==> src/rtl/pl_ctrl_pipe_pkg.sv <==
// Shared definitions for the ID/EX/MEM/WB control pipeline.
// Forward-select codes, link register number and default widths.
package pl_ctrl_pipe_pkg;

  localparam int DW = 32;
  localparam int RW = 5;

  typedef enum logic [1:0] {
    FWD_REG  = 2'b00,
    FWD_EALU = 2'b01,
    FWD_MALU = 2'b10,
    FWD_MMO  = 2'b11
  } fwd_e;

  localparam logic [RW-1:0] REG_RA = 5'd31;

endpackage

==> src/rtl/pl_ctrl_pipe_fwd_mux.sv <==
// Operand bypass mux for the ID stage.
// Picks the register-file value or a later-stage result by forward code.
module pl_fwd_mux
  import pl_ctrl_pipe_pkg::*;
#(
  parameter int W = 32
) (
  input  logic [1:0]   fwd,
  input  logic [W-1:0] reg_q,
  input  logic [W-1:0] e_alu,
  input  logic [W-1:0] m_alu,
  input  logic [W-1:0] m_mo,
  output logic [W-1:0] q
);

  always_comb begin
    q = reg_q;
    unique case (fwd)
      FWD_REG:  q = reg_q;
      FWD_EALU: q = e_alu;
      FWD_MALU: q = m_alu;
      FWD_MMO:  q = m_mo;
      default:  q = reg_q;
    endcase
  end

endmodule

==> src/rtl/pl_ctrl_pipe.sv <==
// ID/EX, EX/MEM and MEM/WB pipeline registers with operand bypass.
// Stalls only bubble ID/EX; later stages always advance.
module pl_ctrl_pipe
  import pl_ctrl_pipe_pkg::*;
#(
  parameter int DW   = 32,
  parameter int RW   = 5,
  parameter int CNTW = 16
) (
  input  logic            clock,
  input  logic            reset,
  input  logic            d_wreg,
  input  logic            d_m2reg,
  input  logic            d_wmem,
  input  logic [3:0]      d_aluc,
  input  logic            d_aluimm,
  input  logic            d_shift,
  input  logic            d_jal,
  input  logic [RW-1:0]   d_rn,
  input  logic [DW-1:0]   d_qa,
  input  logic [DW-1:0]   d_qb,
  input  logic [DW-1:0]   d_imm,
  input  logic [1:0]      fwda,
  input  logic [1:0]      fwdb,
  input  logic            nostall,
  input  logic [DW-1:0]   e_alu,
  input  logic [DW-1:0]   m_mo,
  output logic [DW-1:0]   d_a,
  output logic [DW-1:0]   d_b,
  output logic            ewreg,
  output logic            em2reg,
  output logic [RW-1:0]   ern,
  output logic            mwreg,
  output logic            mm2reg,
  output logic [RW-1:0]   mrn,
  output logic [3:0]      e_aluc,
  output logic            e_aluimm,
  output logic            e_shift,
  output logic            e_jal,
  output logic [DW-1:0]   e_a,
  output logic [DW-1:0]   e_b,
  output logic [DW-1:0]   e_imm,
  output logic            m_wmem,
  output logic [DW-1:0]   m_alu,
  output logic [DW-1:0]   m_b,
  output logic            w_wreg,
  output logic [RW-1:0]   w_rn,
  output logic [DW-1:0]   w_data,
  output logic [CNTW-1:0] stall_cnt
);

  typedef struct packed {
    logic          wreg;
    logic          m2reg;
    logic          wmem;
    logic [3:0]    aluc;
    logic          aluimm;
    logic          shift;
    logic          jal;
    logic [RW-1:0] rn;
    logic [DW-1:0] a;
    logic [DW-1:0] b;
    logic [DW-1:0] imm;
  } id_ex_t;

  typedef struct packed {
    logic          wreg;
    logic          m2reg;
    logic          wmem;
    logic [RW-1:0] rn;
    logic [DW-1:0] alu;
    logic [DW-1:0] b;
  } ex_mem_t;

  typedef struct packed {
    logic          wreg;
    logic          m2reg;
    logic [RW-1:0] rn;
    logic [DW-1:0] alu;
    logic [DW-1:0] mo;
  } mem_wb_t;

  id_ex_t  id_nx;
  id_ex_t  ex;
  ex_mem_t mem;
  mem_wb_t wb;

  pl_fwd_mux #(.W(DW)) u_fwd_a (
    .fwd   (fwda),
    .reg_q (d_qa),
    .e_alu (e_alu),
    .m_alu (m_alu),
    .m_mo  (m_mo),
    .q     (d_a)
  );

  pl_fwd_mux #(.W(DW)) u_fwd_b (
    .fwd   (fwdb),
    .reg_q (d_qb),
    .e_alu (e_alu),
    .m_alu (m_alu),
    .m_mo  (m_mo),
    .q     (d_b)
  );

  // A stall turns the ID instruction into a bubble regardless of its enables.
  always_comb begin
    id_nx        = '0;
    id_nx.aluc   = d_aluc;
    id_nx.aluimm = d_aluimm;
    id_nx.shift  = d_shift;
    id_nx.a      = d_a;
    id_nx.b      = d_b;
    id_nx.imm    = d_imm;
    if (nostall) begin
      id_nx.wreg  = d_wreg;
      id_nx.m2reg = d_m2reg;
      id_nx.wmem  = d_wmem;
      id_nx.jal   = d_jal;
      id_nx.rn    = d_rn;
    end
  end

  always_ff @(posedge clock) begin
    if (reset) begin
      ex  <= '0;
      mem <= '0;
      wb  <= '0;
    end else begin
      ex        <= id_nx;
      mem.wreg  <= ewreg;
      mem.m2reg <= em2reg;
      mem.wmem  <= ex.wmem;
      mem.rn    <= ern;
      mem.alu   <= e_alu;
      mem.b     <= ex.b;
      wb.wreg   <= mem.wreg;
      wb.m2reg  <= mem.m2reg;
      wb.rn     <= mem.rn;
      wb.alu    <= mem.alu;
      wb.mo     <= m_mo;
    end
  end

  always_ff @(posedge clock) begin
    if (reset) begin
      stall_cnt <= '0;
    end else if (!nostall && stall_cnt != '1) begin
      stall_cnt <= stall_cnt + 1'b1;
    end
  end

  assign ewreg    = ex.wreg;
  assign em2reg   = ex.m2reg;
  assign ern      = ex.jal ? REG_RA : ex.rn;
  assign e_aluc   = ex.aluc;
  assign e_aluimm = ex.aluimm;
  assign e_shift  = ex.shift;
  assign e_jal    = ex.jal;
  assign e_a      = ex.a;
  assign e_b      = ex.b;
  assign e_imm    = ex.imm;

  assign mwreg  = mem.wreg;
  assign mm2reg = mem.m2reg;
  assign mrn    = mem.rn;
  assign m_wmem = mem.wmem;
  assign m_alu  = mem.alu;
  assign m_b    = mem.b;

  // $0 is hardwired; never let a write reach it.
  assign w_wreg = wb.wreg & (wb.rn != '0);
  assign w_rn   = wb.rn;
  assign w_data = wb.m2reg ? wb.mo : wb.alu;

endmodule

==> config.mk <==
export PLATFORM = sky130hd
export DESIGN_NAME = pl_ctrl_pipe
export DESIGN_NICKNAME = d
export VERILOG_FILES = /design/src/rtl/pl_ctrl_pipe_pkg.sv /design/src/rtl/pl_ctrl_pipe_fwd_mux.sv /design/src/rtl/pl_ctrl_pipe.sv
export SDC_FILE = /design/constraint.sdc
export NUM_CORES = 1
export LEC_CHECK = 0
export CAP_MARGIN = 20
export CORE_AREA = 2 2 190 192
export DETAILED_ROUTE_END_ITERATION = 16
export DIE_AREA = 0 0 192 194
export PLACE_DENSITY_LB_ADDON = 0.15
export SYNTH_ARGS = -nofsm -noshare
export SYNTH_HDL_FRONTEND = slang
export SYNTH_SLANG_ARGS = --single-unit
==> constraint.sdc <==
create_clock -name clock -period 5.05 [get_ports clock]
set_input_delay 1.01 -clock clock [delete_from_list [all_inputs] [get_ports clock]]
set_output_delay 1.01 -clock clock [all_outputs]
set_load 0.03 [all_outputs]
== Yosys cells after proc, flatten, opt, wreduce, memory -nomap -nowiden ==
Cells that the tools add are included.
Storage, ports and cells
  output and inout bits: 300
  bits in registers: 270
Operators by class
  reduce and logical (&&, ||, !) cells: 6
  multiplexer cells: 4
  equal/unequal tests: 7
  bitwise gates (word level): 2
  add/subtract/negate cells: 1
Operators by type and width (count)
  $pmux W32 S4: 2
  $mux W32: 1
  $add A16 B1 Y16 const B: 1
  $ne A16 B16 Y1 const B: 1
  $eq A2 B2 Y1 const B: 4
  $mux W5: 1
  $reduce_bool A5 Y1: 1
  $eq A2 B1 Y1 const B: 2
  $logic_not A2 Y1: 2
  $reduce_or A2 Y1: 1
  $and A1 B1 Y1: 1
  $logic_and A1 B1 Y1: 1
  $logic_not A1 Y1: 1
  $not A1 Y1: 1

== Depth between registers and ports, before layout ==
  depth in word-level cells: 2
  mapped depth: 6
  mapped depth without buffers: 5

== Hierarchy ==
A second synthesis with hierarchy kept.
Second synthesis, totals
  cells, all modules: 856
  area total of the unflattened synthesis: 10490.1 um^2
Modules (own cells, without submodules)
  pl_ctrl_pipe: instances 1, cells an instance 778, area each 8861.0 um^2, seq. area each 5405.2 um^2
  pl_fwd_mux: instances 2, cells an instance 39, area each 814.5 um^2, seq. area each 0.0 um^2

== Worst setup path after synthesis ==
Ideal clock, no wire load.
  kind: input to output
  from: input fwda[0]
  to: output d_a[10]
  path buffers: 2
  arrival: 2.099 ns
  setup slack: 1.941 ns
  required time: 4.040 ns
  stages: 3
  cell sequence: clkbuf_1 buf_4 mux4_2
On the way
  longest elaborated chain between the ends: 2
  elaborated cells between the ends (all ways): 5
  those cells by class: eq/ne (3); mux (1); reduce/logical (1)
RTL lines
  start, declared: line pl_ctrl_pipe.sv:23  | input logic [1:0] fwda,
  $eq A2 B2 Y1, or another cell as far along: line pl_ctrl_pipe_fwd_mux.sv:18  | unique case (fwd)
  $pmux W32 S4 (*): line pl_ctrl_pipe_fwd_mux.sv:18
  end, declared: line pl_ctrl_pipe.sv:28  | output logic [DW-1:0] d_a,
Mark *: on every way between the ends. The rest lies on a longest branch, timed or not.

== Final worst setup path ==
  from: input fwdb[0]
  to: output d_b[6]
On the way
  longest elaborated chain between the ends: 2
  elaborated cells between the ends (all ways): 5
  those cells by class: eq/ne (3); mux (1); reduce/logical (1)
RTL lines
  start, declared: line pl_ctrl_pipe.sv:24  | input logic [1:0] fwdb,
  $eq A2 B2 Y1, or another cell as far along: line pl_ctrl_pipe_fwd_mux.sv:18
  $pmux W32 S4 (*): line pl_ctrl_pipe_fwd_mux.sv:18
  end, declared: line pl_ctrl_pipe.sv:29  | output logic [DW-1:0] d_b,
Marked as above.

==> impl_metrics.py <==
metrics = {
    "status": {
        "status": "complete, no violations",
    },
    "clock_tree": {
        "cts-root-buf": "clkbuf_16",
        "worstSkewPairLatency_ns": 0.55,
        "cts.clk_slew.worst_paths_ns": 0.06,
        "cts_buffer_depth": 3,
        "ctsHoldBuffers": 0,
        "cts_setup_buffers": 0,
        "cts.sinks": 270,
        "cts_resized": 0,
        "cts-htree-levels": 1,
        "cts_buffers": 31,
        "cts_tree": "done",
    },
    "sta": {
        "drv_slew": 0,
        "fin_setup_tns_ns": 0,
        "skew_ns": 0.00751,
        "grt_setup_unrepaired": "no",
        "slew_headroom_pct": 31.6,
        "worst_pin_slew_ns": 1.03,
        "setup_viol": 0,
        "finalCriticalPeriod_ns": 3.99,
        "finalCritPeriodShare_pct": 79.0,
        "fmax_mhz": 251,
        "hold_viol": 0,
    },
    "route": {
        "via_per_inst": 4.32,
        "remaining_drc_errors": 0,
        "drtIter0Drc": 193,
        "firstDrtPassIters": 4,
        "postRouteAntennaNets": 0,
        "post_drt_wl_per_cell_um": 19.4,
        "drt_wl_total_mm": 33.2,
        "via_count": 7397,
    },
    "grt": {
        "grt_pass1_wl_mm": 48.3,
        "antenna_found_initial": 0,
        "grt_overflow_total": 0,
        "grt_util_all_layers_pct": 17.2,
        "grt_pass1_vias": 7680,
        "grt_max_degree": 131,
    },
    "run": {
        "cap_violations": 0,
    },
    "die": {
        "fp-row-count": 69,
        "die_x_um": 192,
        "ios": 482,
        "start_util_pct": 29.4,
        "die_height_um": 194,
        "dieArea_mm2": 0.0372,
        "fp.coreArea_mm2": 0.0352,
    },
    "power": {
        "leakagePower_nw": 5.90,
        "peakVddDrop_uv": 258,
        "power.density_mw_per_mm2": 353,
    },
    "critical_path": {
        "r2r_cells": 4,
        "reg2reg_slack_ns": 3.18,
        "r2r_end": "stall_cnt[9]",
        "critPathCaptureType": "output pin",
        "crit_type": "primary input to output pin",
        "start_kind": "primary input",
        "arrival_ns": 2.98,
        "worstPathRequired_ns": 4.04,
        "rr_startpoint": "stall_cnt[6]",
        "cp_max_fo": 13,
    },
    "synthesis": {
        "synth_top_area_share_pct": 52.2,
        "syn_area_per_cell_um2": 12.1,
        "ys_seq_elements": 270,
        "syn_inst": 857,
        "synth_nets": 1040,
        "ys_types": 43,
        "ys_seq_area_share_pct": 52.2,
        "synthTopCellsByArea": "dfxtp_1 52%, nor2b_1 15%, mux4_2 14%",
        "netlist_area_mm2": 0.0104,
        "synthTopCellsByCount": "270 x dfxtp_1, 247 x nor2b_1, 111 x buf_4",
        "yosysMostFrequentCell": "dfxtp_1",
        "ys.warnings.count": 0,
        "synth-async-reset-ratio_pct": 0,
        "synth_edf_count": 0,
        "synthFlopType": "dfxtp_1",
        "yosys.area.top_type": "dfxtp_1",
    },
    "hold_path": {
        "hold_start": "ex[108]",
        "hold_class": "flop to flop",
        "hold_end": "m_wmem",
        "hold_depth": 1,
    },
    "final_layout": {
        "postLayoutCellArea_mm2": 0.0158,
        "syn2layout_area_growth_pct": 52.9,
        "fin_nets": 1410,
        "layout-drive-gt1-share_pct": 12.2,
        "antenna_cells": 0,
    },
    "placement": {
        "dp_hpwl_mm": 24.7,
        "gp_congestion": 0.767,
        "port_buffers": 481,
        "detailed_place.area_mm2": 0.0148,
    },
}
-- worst max-delay path, stage by stage --
cell	delay (ns)
buf_2	0.40
buf_4	0.37
mux4_2	0.56
clkdlybuf4s50_1	0.62
-- flip-flops by register name, summed over array words and instances, names as in the netlist --
signal	count
e_a	32
e_aluc	4
e_aluimm	1
e_b	32
e_imm	32
e_jal	1
e_shift	1
em2reg	1
ewreg	1
ex	6
m_alu	32
m_b	32
m_wmem	1
mm2reg	1
mrn	5
mwreg	1
stall_cnt	16
w_rn	5
wb	66
-- stage by stage --
stage	hold slack [ns]	std cells	setup slack (ns)	util, %	power, mW
6_report	0.436	1712	1.06	45.0	5.59
5_1_grt	0.457	1712	0.930	45.0	5.82
4_1_cts	0.440	1712	1.01	45.0	5.69
3_5_place_dp	0.425	1655	1.01	42.1	3.44
3_3_place_gp	0.419	1655	1.00	42.1	3.44
2_1_floorplan	0.414	857	1.94	-	2.97
-- final cells by class --
cell class | count | area [um2]
fillers | 3337 | 19400
multi-input cells | 432 | 3940
clock buffers | 47 | 896
clock inverters | 10 | 114
well taps | 461 | 577
repair buffers | 490 | 4890
flip-flops and latches | 270 | 5410
inverters | 2 | 7.51
-- per-layer routing --
metal | track usage, % | vias up | share of wire, % | wire length [um]
met1 | 18.7 | 3525 | 37 | 12400
li1 | - | 3529 | - | -
met5 | 0 | - | 0 | 0
met4 | 3.93 | 0 | 2.1 | 686
met3 | 5.97 | 40 | 9.2 | 3060
met2 | 31.7 | 303 | 51 | 17100
-- cell families after synthesis --
logic type	Yosys count	share of synthesized area, %
AND/OR/NAND/NOR	306	18.8
adder cells (fa/ha/maj)	1	0.121
multiplexers	97	17.5
flip-flops	270	52.2
AO/OA/AOI/OAI	28	1.62
buffers and inverters	155	9.72
-- power by group --
part	internal, mW	switching, mW	leakage [nW]
combinational	0.526	0.561	3.19
sequential	2.24	0.0483	2.23
clock	1.32	0.893	0.482
total	4.09	1.50	5.90
-- worst max path at each step --
stage | startpoint | end | slack (ns)
global placement | fwdb[0] | d_b[2] | 1.00
global route | fwdb[0] | d_b[18] | 0.93
finish | fwdb[0] | d_b[6] | 1.06
CTS | fwda[0] | d_a[7] | 1.01
floorplan | fwda[0] | d_a[10] | 1.94
detailed placement | fwda[0] | d_a[7] | 1.01
-- cells in the final DEF, fill, tap and decap left out, types with 2 or more instances in the layout --
master	count
inv_1	2
nand2b_1	2
clkinvlp_4	4
dfxtp_1	269
nor2_1	5
a21oi_1	10
or2_2	5
nand2_1	3
bufinv_16	2
nand4_1	3
nor2b_1	247
mux2_1	19
a31oi_1	2
nor3_1	4
clkbuf_8	7
or3_1	6
clkinv_2	3
clkbuf_16	31
clkbuf_1	10
buf_12	2
nand4_2	2
o31ai_1	4
nand3_1	4
buf_2	4
and2_1	9
or4_1	5
o21ai_1	6
mux2_2	14
mux4_2	64
clkdlybuf4s50_1	476
buf_4	7
Note: power is estimated with default switching activity, not from simulation.
